**config.mk**
```make
export PLATFORM = sky130hd
export DESIGN_NAME = uart_wb_master
export DESIGN_NICKNAME = d
export VERILOG_FILES = /design/src/rtl/uart_wb_master.sv
export SDC_FILE = /design/constraint.sdc
export NUM_CORES = 1
export LEC_CHECK = 0
export BUFFER_PORTS_ARGS = -buffer_cell sky130_fd_sc_hd__buf_4
export CORE_MARGIN = 2
export CORE_UTILIZATION = 43
export DETAILED_ROUTE_END_ITERATION = 6
export PLACE_DENSITY = 0.73
export SLEW_MARGIN = 20
export SYNTH_ARGS = -nofsm -noshare
export SYNTH_HDL_FRONTEND = slang
export SYNTH_SLANG_ARGS = --single-unit
export TNS_END_PERCENT = 20
```
**constraint.sdc**
```tcl
create_clock -name clk -period 2.25 [get_ports clk]
set_input_delay 0.1125 -clock clk [delete_from_list [all_inputs] [get_ports clk]]
set_output_delay 0.1125 -clock clk [all_outputs]
set_load 0.02 [all_outputs]
```
**src/rtl/uart_wb_master.sv**
```systemverilog
// ---------------------------------------------------------------------------
// uart_wb_master
// UART-to-Wishbone bridge. Parses byte-framed commands from a UART receiver
// and issues single 32-bit Wishbone master cycles. The result goes back to
// the UART transmitter: an ack/error byte, followed by the read data for a
// successful read.
//
// Frames (multi-byte fields MSB first):
//   write : 'W'(0x57) A3 A2 A1 A0 D3 D2 D1 D0  -> 'K'
//   read  : 'R'(0x52) A3 A2 A1 A0              -> 'K' D3 D2 D1 D0
//   bus timeout                                -> 'E'
//
// Parameters:
//   TIMEOUT_CYCLES : cycles to wait for wbm_ack_i before reporting 'E';
//                    0 disables the timeout
//   FRAME_TIMEOUT  : idle cycles allowed between the bytes of one frame
//                    (used only when UART_WBM_FRAME_TIMEOUT_EN is defined)
//
// Optional feature: define UART_WBM_FRAME_TIMEOUT_EN to abort a partial
// frame after FRAME_TIMEOUT idle cycles. Without it, a partial frame waits
// indefinitely.
//
// Ports:
//   clk, rst_n        : system clock, asynchronous active-low reset
//   rx_data/rx_valid  : received byte and its one-cycle strobe
//   rx_frame_err      : qualifies rx_valid, byte had a bad stop bit
//   tx_data/tx_start  : byte to send, request level held until tx_clear
//   tx_clear/tx_busy  : transmitter latched tx_data / is shifting
//   wbm_*             : Wishbone master interface
//   busy              : high in any state except IDLE
// ---------------------------------------------------------------------------
module uart_wb_master #(
    parameter int TIMEOUT_CYCLES = 1024,
    parameter int FRAME_TIMEOUT  = 400000
) (
    input  logic        clk,
    input  logic        rst_n,
    input  logic [7:0]  rx_data,
    input  logic        rx_valid,
    input  logic        rx_frame_err,
    output logic [7:0]  tx_data,
    output logic        tx_start,
    input  logic        tx_clear,
    input  logic        tx_busy,
    output logic        wbm_cyc_o,
    output logic        wbm_stb_o,
    output logic        wbm_we_o,
    output logic [3:0]  wbm_sel_o,
    output logic [31:0] wbm_adr_o,
    output logic [31:0] wbm_dat_o,
    input  logic [31:0] wbm_dat_i,
    input  logic        wbm_ack_i,
    output logic        busy
);

    // state     | meaning
    // ----------+----------------------------------------------------------
    // IDLE      | waiting for a 'W' or 'R' command byte
    // GET_ADDR  | shifting in 4 address bytes
    // GET_DATA  | shifting in 4 write-data bytes
    // WB_REQ    | cyc/stb asserted, waiting for ack or bus timeout
    // RESP      | sending 'K'/'E' and, for a good read, 4 data bytes
    typedef enum logic [2:0] {
        ST_IDLE,
        ST_GET_ADDR,
        ST_GET_DATA,
        ST_WB_REQ,
        ST_RESP
    } state_t;

    localparam logic [7:0] CMD_WRITE = 8'h57;
    localparam logic [7:0] CMD_READ  = 8'h52;
    localparam logic [7:0] RSP_OK    = 8'h4B;
    localparam logic [7:0] RSP_ERR   = 8'h45;

    localparam bit          TMR_EN   = (TIMEOUT_CYCLES > 0);
    localparam logic [31:0] TMR_LOAD = TMR_EN ? 32'(TIMEOUT_CYCLES - 1) : 32'd0;

    state_t      state, state_d;
    logic        we, we_d;
    logic [1:0]  cnt, cnt_d;
    logic [31:0] adr, adr_d;
    logic [31:0] dat, dat_d;
    logic [31:0] rdata, rdata_d;
    logic [2:0]  idx, idx_d;
    logic        err, err_d;
    logic [7:0]  txd, txd_d;
    logic        txs, txs_d;
    logic        cyc, cyc_d;
    logic [31:0] tmr, tmr_d;
    logic [7:0]  resp_byte;
    logic        rx_good;
    logic        rx_bad;

`ifdef UART_WBM_FRAME_TIMEOUT_EN
    localparam logic [31:0] FT_LOAD = 32'(FRAME_TIMEOUT - 1);
    logic [31:0] ftmr, ftmr_d;
`endif

    assign rx_good = rx_valid && !rx_frame_err;
    assign rx_bad  = rx_valid &&  rx_frame_err;

    // idx 0 is the status byte, 1..4 are the read data bytes MSB first
    always_comb begin
        resp_byte = 8'h00;
        case (idx)
            3'd0:    resp_byte = err ? RSP_ERR : RSP_OK;
            3'd1:    resp_byte = rdata[31:24];
            3'd2:    resp_byte = rdata[23:16];
            3'd3:    resp_byte = rdata[15:8];
            3'd4:    resp_byte = rdata[7:0];
            default: resp_byte = 8'h00;
        endcase
    end

    always_comb begin
        state_d = state;
        we_d    = we;
        cnt_d   = cnt;
        adr_d   = adr;
        dat_d   = dat;
        rdata_d = rdata;
        idx_d   = idx;
        err_d   = err;
        txd_d   = txd;
        txs_d   = txs;
        cyc_d   = cyc;
        tmr_d   = tmr;
`ifdef UART_WBM_FRAME_TIMEOUT_EN
        ftmr_d  = ftmr;
`endif
        case (state)
            ST_IDLE: begin
                if (rx_good && (rx_data == CMD_WRITE || rx_data == CMD_READ)) begin
                    we_d    = (rx_data == CMD_WRITE);
                    cnt_d   = 2'd0;
                    state_d = ST_GET_ADDR;
                end
            end
            ST_GET_ADDR: begin
                if (rx_bad) begin
                    state_d = ST_IDLE;
                end else if (rx_good) begin
                    adr_d = {adr[23:0], rx_data};
                    cnt_d = cnt + 2'd1;
                    if (cnt == 2'd3) begin
                        if (we) begin
                            state_d = ST_GET_DATA;
                        end else begin
                            state_d = ST_WB_REQ;
                            cyc_d   = 1'b1;
                            tmr_d   = TMR_LOAD;
                        end
                    end
                end
            end
            ST_GET_DATA: begin
                if (rx_bad) begin
                    state_d = ST_IDLE;
                end else if (rx_good) begin
                    dat_d = {dat[23:0], rx_data};
                    cnt_d = cnt + 2'd1;
                    if (cnt == 2'd3) begin
                        state_d = ST_WB_REQ;
                        cyc_d   = 1'b1;
                        tmr_d   = TMR_LOAD;
                    end
                end
            end
            ST_WB_REQ: begin
                // ack is checked first so it wins over a coincident timeout
                if (wbm_ack_i) begin
                    cyc_d   = 1'b0;
                    err_d   = 1'b0;
                    idx_d   = 3'd0;
                    state_d = ST_RESP;
                    if (!we) begin
                        rdata_d = wbm_dat_i;
                    end
                end else if (TMR_EN && tmr == 32'd0) begin
                    cyc_d   = 1'b0;
                    err_d   = 1'b1;
                    idx_d   = 3'd0;
                    state_d = ST_RESP;
                end else if (TMR_EN) begin
                    tmr_d = tmr - 32'd1;
                end
            end
            ST_RESP: begin
                if (txs) begin
                    if (tx_clear) begin
                        txs_d = 1'b0;
                        if (!we && !err && idx != 3'd4) begin
                            idx_d = idx + 3'd1;
                        end else begin
                            state_d = ST_IDLE;
                        end
                    end
                end else if (!tx_busy) begin
                    txs_d = 1'b1;
                    txd_d = resp_byte;
                end
            end
            default: state_d = ST_IDLE;
        endcase

`ifdef UART_WBM_FRAME_TIMEOUT_EN
        // Reloaded on every received byte; abort only wins when the line is quiet.
        if (state == ST_IDLE) begin
            ftmr_d = FT_LOAD;
        end else if (state == ST_GET_ADDR || state == ST_GET_DATA) begin
            if (rx_valid) begin
                ftmr_d = FT_LOAD;
            end else if (ftmr == 32'd0) begin
                state_d = ST_IDLE;
            end else begin
                ftmr_d = ftmr - 32'd1;
            end
        end
`endif
    end

    always_ff @(posedge clk or negedge rst_n) begin
        if (!rst_n) begin
            state <= ST_IDLE;
            we    <= 1'b0;
            cnt   <= 2'd0;
            adr   <= 32'd0;
            dat   <= 32'd0;
            rdata <= 32'd0;
            idx   <= 3'd0;
            err   <= 1'b0;
            txd   <= 8'd0;
            txs   <= 1'b0;
            cyc   <= 1'b0;
            tmr   <= 32'd0;
        end else begin
            state <= state_d;
            we    <= we_d;
            cnt   <= cnt_d;
            adr   <= adr_d;
            dat   <= dat_d;
            rdata <= rdata_d;
            idx   <= idx_d;
            err   <= err_d;
            txd   <= txd_d;
            txs   <= txs_d;
            cyc   <= cyc_d;
            tmr   <= tmr_d;
        end
    end

`ifdef UART_WBM_FRAME_TIMEOUT_EN
    always_ff @(posedge clk or negedge rst_n) begin
        if (!rst_n) begin
            ftmr <= 32'd0;
        end else begin
            ftmr <= ftmr_d;
        end
    end
`endif

    assign tx_data   = txd;
    assign tx_start  = txs;
    assign wbm_cyc_o = cyc;
    assign wbm_stb_o = cyc;
    assign wbm_we_o  = we;
    assign wbm_sel_o = {4{cyc}};
    assign wbm_adr_o = adr;
    assign wbm_dat_o = dat;
    assign busy      = (state != ST_IDLE);

endmodule

```
==> flow_summary.toml, run 1 <==
[setup_path]
worstPathRequired_ns = 2.60
critPathArrivalTime_ns = 2.70
cp-end-kind = "register"
rr_worst_depth = 5
crit_family = "simple AND/OR/NAND/NOR gates"
crit_path_top_delay_cell = "or4_4"
cp_cell_sequence = "or4_4, or3_4, or4_4, or4_4, a21oi_2"
path_class = "register to register"
critPathLaunchType = "register"
crit_buf_inv = 0
cp-endpoint = "tmr[13]"
reg2reg_to = "tmr[13]"
cp.depth = 5
worstSetupStartpoint = "tmr[7]"
worst_path_largest_cell_delay_ns = 0.54
worst-r2r-setup-slack_ns = -0.1
rr_startpoint = "tmr[7]"
crit_fanout = 3
cpMostUsedCell = "or4_4"

[synthesis]
ys_seq_elements = 148
yosysTopAreaCell = "dfrtp_1"
ys_seq_area_share_pct = 53.4
syn_area_sq_um = 6930
yosysMostFrequentCell = "dfrtp_1"
netlist.area_leader.share_pct = 53.4
yosysUniqueCellTypes = 62
syn_nets = 634
synthFlopType = "dfrtp_1"
ys_async_sr_fraction_pct = 100
syn_area_per_cell_sq_um = 12.0
synthCells = 580
ys.warnings.count = 0
ys_top_cells_by_count = "dfrtp_1, mux2_2, a21oi_1, or4_1, clkbuf_1"
synth_edf_count = 0
synthTopCellsByArea = "dfrtp_1, mux2_2, or4_1"

[clock_tree]
clk_pin_slew_worst_paths_ns = 0.06
tritoncts = "yes"
root_buffer = "clkbuf_16"
cts_made_buffers = 17
clockBufferDepth = 2
clk_latency_ns = 0.42
clock_sinks = 148
h-tree-depth = 4

[routing]
first_pass_iters = 5
drc = 0
wl_per_cell_microns = 17.9
ant_nets = 0
initialDrtViolationCount = 373
vias = 5786
vias_per_cell = 5.56
wl_microns = 18600

[pwr]
p_switching_mw = 4.35
p_leak_nw = 4.49
clockPowerShare_pct = 24.0
p_sw_share_pct = 36.1
p_int_mw = 7.72
pwr_density_cell_nw_per_um2 = 1220
combPwrFrac_pct = 40.1
seq_power_share_pct = 35.9
vdd_drop_max_mv = 0.886

[global_routing]
grt_max_degree = 72
grt-ovfl-total = 0
grt_pass1_vias = 5855
grt_pass1_wl_microns = 29300
antenna_found_initial = 0
track_usage_pct = 22.0

[sta]
slew_viol_final = 0
tns_ns = -0.759
fin_ws_ns = -0.0985
clock.fmax_ghz = 0.426
skew_ns = 0.00680
hold_violations = 0
tightest_slew_ns = 0.716
post-route-min-period_ns = 2.35
rsz0062_at_grt = "yes"
slew_headroom_pct = 52.3
setup-violations-final = 18
post-route-period-util_pct = 104

[die]
die_area_sq_um = 17200
start_util_pct = 43.8
num_io_pins = 128
die_y_microns = 131
num_rows = 46
die_x_microns = 131
core-area_sq_um = 15800

[place]
post-place-ws_ns = -0.173
place_area_sq_um = 8590
finalWeightedCongestion = 0.845
io_buffer_count = 127
dp_hpwl_microns = 12600

[run]
drv_cap = 0

[run_status]
status = "complete, but fails checks"
violations = "setup timing"

[final_layout]
stdcell_area_sq_um = 9880
area_growth_syn_to_layout_pct = 42.5
fillCellCount = 1200
drive_gt1_share_pct = 46.5
final_nets = 865
diodes = 0

[hold_path]
hold_class = "primary input to register"
## layout by cell type (no fill, tap or decap), types with 9 or more instances in the layout
master         count
buf_4            200
dfrtp_1          148
mux2_2            98
dlygate4sd3_1     41
nand2_1           23
a21oi_1           21
o31ai_1           19
nor2_1            18
clkbuf_16         17
or4_1             15
nand3_1           14
or4_4             14
or3_1             12
o21ai_0           12
inv_1              9
nand2b_1           9
a22o_1             9
## what timing repair did
item | 4_1_cts | 5_1_grt
gates resized for setup | 19 | 32
setup buffers | 1 | 7
setup endpoints to repair | 29 | 33
hold buffers | 41 | 0
pin swaps | 8 | 12
endpoints found under the hold margin | 116 | 0
cloned | 0 | 2
## stage by stage
step | power, mW | utilization [%] | cells | hold WS, ns
2_1_floorplan | 7.01 | - | 580 | -0.183
3_3_place_gp | 8.84 | 54.3 | 957 | 0.178
3_5_place_dp | 9.08 | 54.3 | 957 | 0.192
4_1_cts | 12.1 | 61.3 | 1031 | 0.0290
5_1_grt | 12.7 | 62.4 | 1040 | 0.0480
6_report | 12.1 | 62.4 | 1040 | 0.0494
## flip-flops by register name, summed over array words and instances, names as in the netlist
name       cells
rdata         32
tmr           32
wbm_adr_o     32
wbm_dat_o     32
tx_data        8
idx            3
state          3
cnt            2
err            1
tx_start       1
wbm_cyc_o      1
wbm_we_o       1
## tightest hold or removal path: stages
cell and delay (ns):
buf_4 0.09, buf_4 0.10, mux2_2 0.13
## how the worst min path moves through the flow
| stage | start | endpoint | slack (ns) | depth (start not counted) |
|---|---|---|---|---|
| 2_1_floorplan | rst_n | cnt[0] | -0.18 | 0 |
| 3_3_place_gp | rst_n | wbm_adr_o[30] | 0.18 | 1 |
| 3_5_place_dp | rst_n | wbm_adr_o[25] | 0.19 | 1 |
| 4_1_cts | rx_data[5] | wbm_dat_o[5] | 0.03 | 3 |
| 5_1_grt | rx_data[5] | wbm_dat_o[5] | 0.05 | 3 |
| 6_report | rx_data[5] | wbm_dat_o[5] | 0.05 | 3 |
## routing by layer
metal / part of all wire (%) / GRT usage, % / wire length, microns
met1: 41 / 27.3 / 7680
met2: 53 / 38.3 / 9900
met3: 3.3 / 4.03 / 617
met4: 2.3 / 8.07 / 424
met5: 0 / 0 / 0
## power by group through the flow
stage               Clock [mW]  Combinational (mW)  Sequential (mW)
detailed placement           0                4.71             4.36
finish                    2.90                4.84             4.33
global placement             0                4.56             4.29
CTS                       2.96                4.80             4.32
global route              3.08                5.14             4.45
floorplan                    0                2.13             4.88
## area by class of cell
cell class / count / area, sq um / share of cell area (%)
repair buffers: 252 / 2080 / 21.0
clock buffers: 19 / 433 / 4.38
clock inverters: 13 / 173 / 1.75
flip-flops and latches: 148 / 3700 / 37.5
well taps: 216 / 270 / 2.74
inverters: 9 / 33.8 / 0.342
multi-input cells: 383 / 3190 / 32.3
## cells by family (layout without fill, tap and decap cells)
logic type / count (synthesis) / in the layout / share of synthesized area [%]
and+or+nand+nor: 159 / 159 / 14.0
muxes: 104 / 104 / 16.8
xor gates and xnor gates: 1 / 1 / 0.126
DFF: 148 / 148 / 53.4
buffers and inverters: 49 / 293 / 3.27
adders and majority gates: 7 / 7 / 1.26
AOI/OAI and AO/OA: 112 / 112 / 11.2
Note: power is estimated with default switching activity, not from simulation.
==> inputs of run 2 (changes only) <==
Settings changed: ABC_AREA from default to 1, PLACE_DENSITY 0.73 to 0.72.
==> run 2 against run 1 <==
  * Power fell by 1.7%
  * Die area rose by 6.5%
  * Core utilization fell by 5.1 points
  * Highest routed layer unchanged
  * First-iteration DRC count fell by 1.9%
  * Critical endpoint is now tmr[16]
  * Via count rose by 13%
  * Register-to-register slack improved by 0.31 ns
  * Global-route usage fell by 0.49 points
  * Maximum frequency rose by 15%
  * Critical path depth rose by 6
  * Sequential power rose by 1%
  * The flow now finishes without violations
  * Non-clock buffer count fell by 72
==> flow_summary.toml, run 2 <==
[run_status]
status = "completed"

[setup_path]
cp-end-kind = "register"
crit_buf_inv = 1
worst_path_largest_cell_delay_ns = 0.62
critPathArrivalTime_ns = 2.39
crit_path_top_delay_cell = "nor2_4"
worstPathRequired_ns = 2.60
crit_family = "simple AND/OR/NAND/NOR gates"
cpMostUsedCell = "nand2_1"
critPathLaunchType = "register"
crit_fanout = 32
worst-r2r-setup-slack_ns = 0.21
cp_cell_sequence = "clkinv_1, ha_2, nand2_2, nor2_1, nand2_1, nor2_1, nand2_1, nand2_1, nor2_4, nand2_1, nand2_1"
path_class = "register to register"

[routing]
route.met3.wl_microns = 1070
ant_nets = 0
vias = 6530
initialDrtViolationCount = 366
drc = 0
wl_per_cell_microns = 14.1
wl_microns = 19000
m1WireLength_microns = 8640
first_pass_iters = 5
wl_met2_microns = 8770
vias_per_cell = 4.86
top_layer = "met4"

[place]
dp_hpwl_microns = 13000
io_buffer_count = 127
finalWeightedCongestion = 0.938
post-place-ws_ns = 0.125

[synthesis]
synth_edf_count = 0
syn_area_sq_um = 7400
syn_nets = 999
yosysUniqueCellTypes = 33
synthTopCellsByArea = "dfrtp_1, nand2_1, nor2_1"
synthCells = 945
ys_seq_area_share_pct = 50.1
ys_seq_elements = 148
ys_top_cells_by_count = "nand2_1, dfrtp_1, nor2_1"
syn_area_per_cell_sq_um = 7.83
yosysTopAreaCell = "dfrtp_1"
netlist.area_leader.share_pct = 50.1
yosysMostFrequentCell = "nand2_1"
ys.warnings.count = 0
ys_async_sr_fraction_pct = 100
synthFlopType = "dfrtp_1"

[die]
die_y_microns = 135
core-area_sq_um = 16700
die_area_sq_um = 18300
num_rows = 47
die_x_microns = 135
num_io_pins = 128
start_util_pct = 44.3

[sta]
setup-violations-final = 0
skew_ns = 0.0100
fin_ws_ns = 0.209
post-route-min-period_ns = 2.04
slew_viol_final = 0
whs_ns = 0.0184
post-route-period-util_pct = 90.7
hold_violations = 0
clock.fmax_ghz = 0.490
rsz0062_at_grt = "no"
tightest_slew_ns = 0.793
slew_headroom_pct = 47.0
tns_ns = 0

[global_routing]
grt_max_degree = 59
grt_pass1_vias = 6346
antenna_found_initial = 0
grt_pass1_wl_microns = 31200
track_usage_pct = 21.5
grt-ovfl-total = 0

[clock_tree]
clock_sinks = 148
cts_made_buffers = 17
cts_setup_buffers = 0
tritoncts = "yes"
clockBufferDepth = 2
clk_pin_slew_worst_paths_ns = 0.06
clk_latency_ns = 0.42
root_buffer = "clkbuf_16"
h-tree-depth = 4

[pwr]
vdd_drop_max_mv = 0.757
p_leak_nw = 5.07
pwr_density_cell_nw_per_um2 = 1240
power_mw = 11.9

[hold_path]
hold_class = "primary input to register"

[final_layout]
final_nets = 1166
diodes = 0
area_growth_syn_to_layout_pct = 29.3
post-route-util_pct = 57.3
drive_gt1_share_pct = 19.5
mostFrequentLayoutCells = "nand2_1, dfrtp_1, nor2_1, buf_4, inv_1"
final_common_cell = "nand2_1"

[run]
drv_cap = 0
-- run 2: timing repair --
item / CTS / global route
gates resized for setup: 0 / 2
endpoints found under the setup margin: 0 / 32
hold buffers: 37 / 0
endpoints found under the hold margin: 94 / 0
-- run 2: final timing paths --
kind,from,to,cells past startpoint
worst max register to register,tmr[0],tmr[16],11
worst max-delay path,tmr[0],tmr[16],11
min in group asynchronous,rst_n,tmr[22],2
max in group asynchronous,rst_n,wbm_adr_o[27],3
worst min register to register,wbm_adr_o[27],wbm_adr_o[27],2
worst min-delay path,rx_data[1],wbm_adr_o[1],3
-- run 2: worst reg2reg max path, delay by kind of cell (launching register included) --
kind                       cells  cell delay [ns]
adders and majority gates      1             0.24
buffers and inverters          1             0.10
DFF                            1             0.36
and+or+nand+nor                9             1.30
-- run 2: cells by family after synthesis --
family | share of synthesized area [%]
AND/OR/NAND/NOR | 27.5
flip-flops | 50.1
AO/OA/AOI/OAI | 7.83
XOR/XNOR | 0.592
buffers and inverters | 8.31
adder cells (fa/ha/maj) | 1.18
multiplexers | 4.57
-- run 2: metrics by stage --
step / cell area [sq um] / instances
5_1_grt: 9570 / 1345
4_1_cts: 9560 / 1345
3_3_place_gp: 8620 / 1276
2_1_floorplan: 7400 / 945
3_5_place_dp: 8620 / 1276
6_report: 9570 / 1345
-- run 2: where the power goes --
part	switching, mW	internal [mW]	leakage [nW]
Clock	1.15	1.57	0.276
Combinational	2.87	1.90	2.96
Sequential	0.698	3.68	1.83
Total	4.72	7.14	5.07
-- run 2: metal layers --
metal	track usage [%]	vias to the layer above
li1	-	3294
met1	29.0	3021
met2	33.6	176
met3	5.09	39
met4	8.39	0
met5	0	-
-- run 2: cell type report --
type | instances | area (sq um)
well taps | 220 | 275
inverters | 111 | 417
clock inverters | 13 | 128
repair buffers | 180 | 1510
fillers | 1519 | 7140
multi-input cells | 654 | 3090
clock buffers | 19 | 443
flip-flops and latches | 148 | 3700
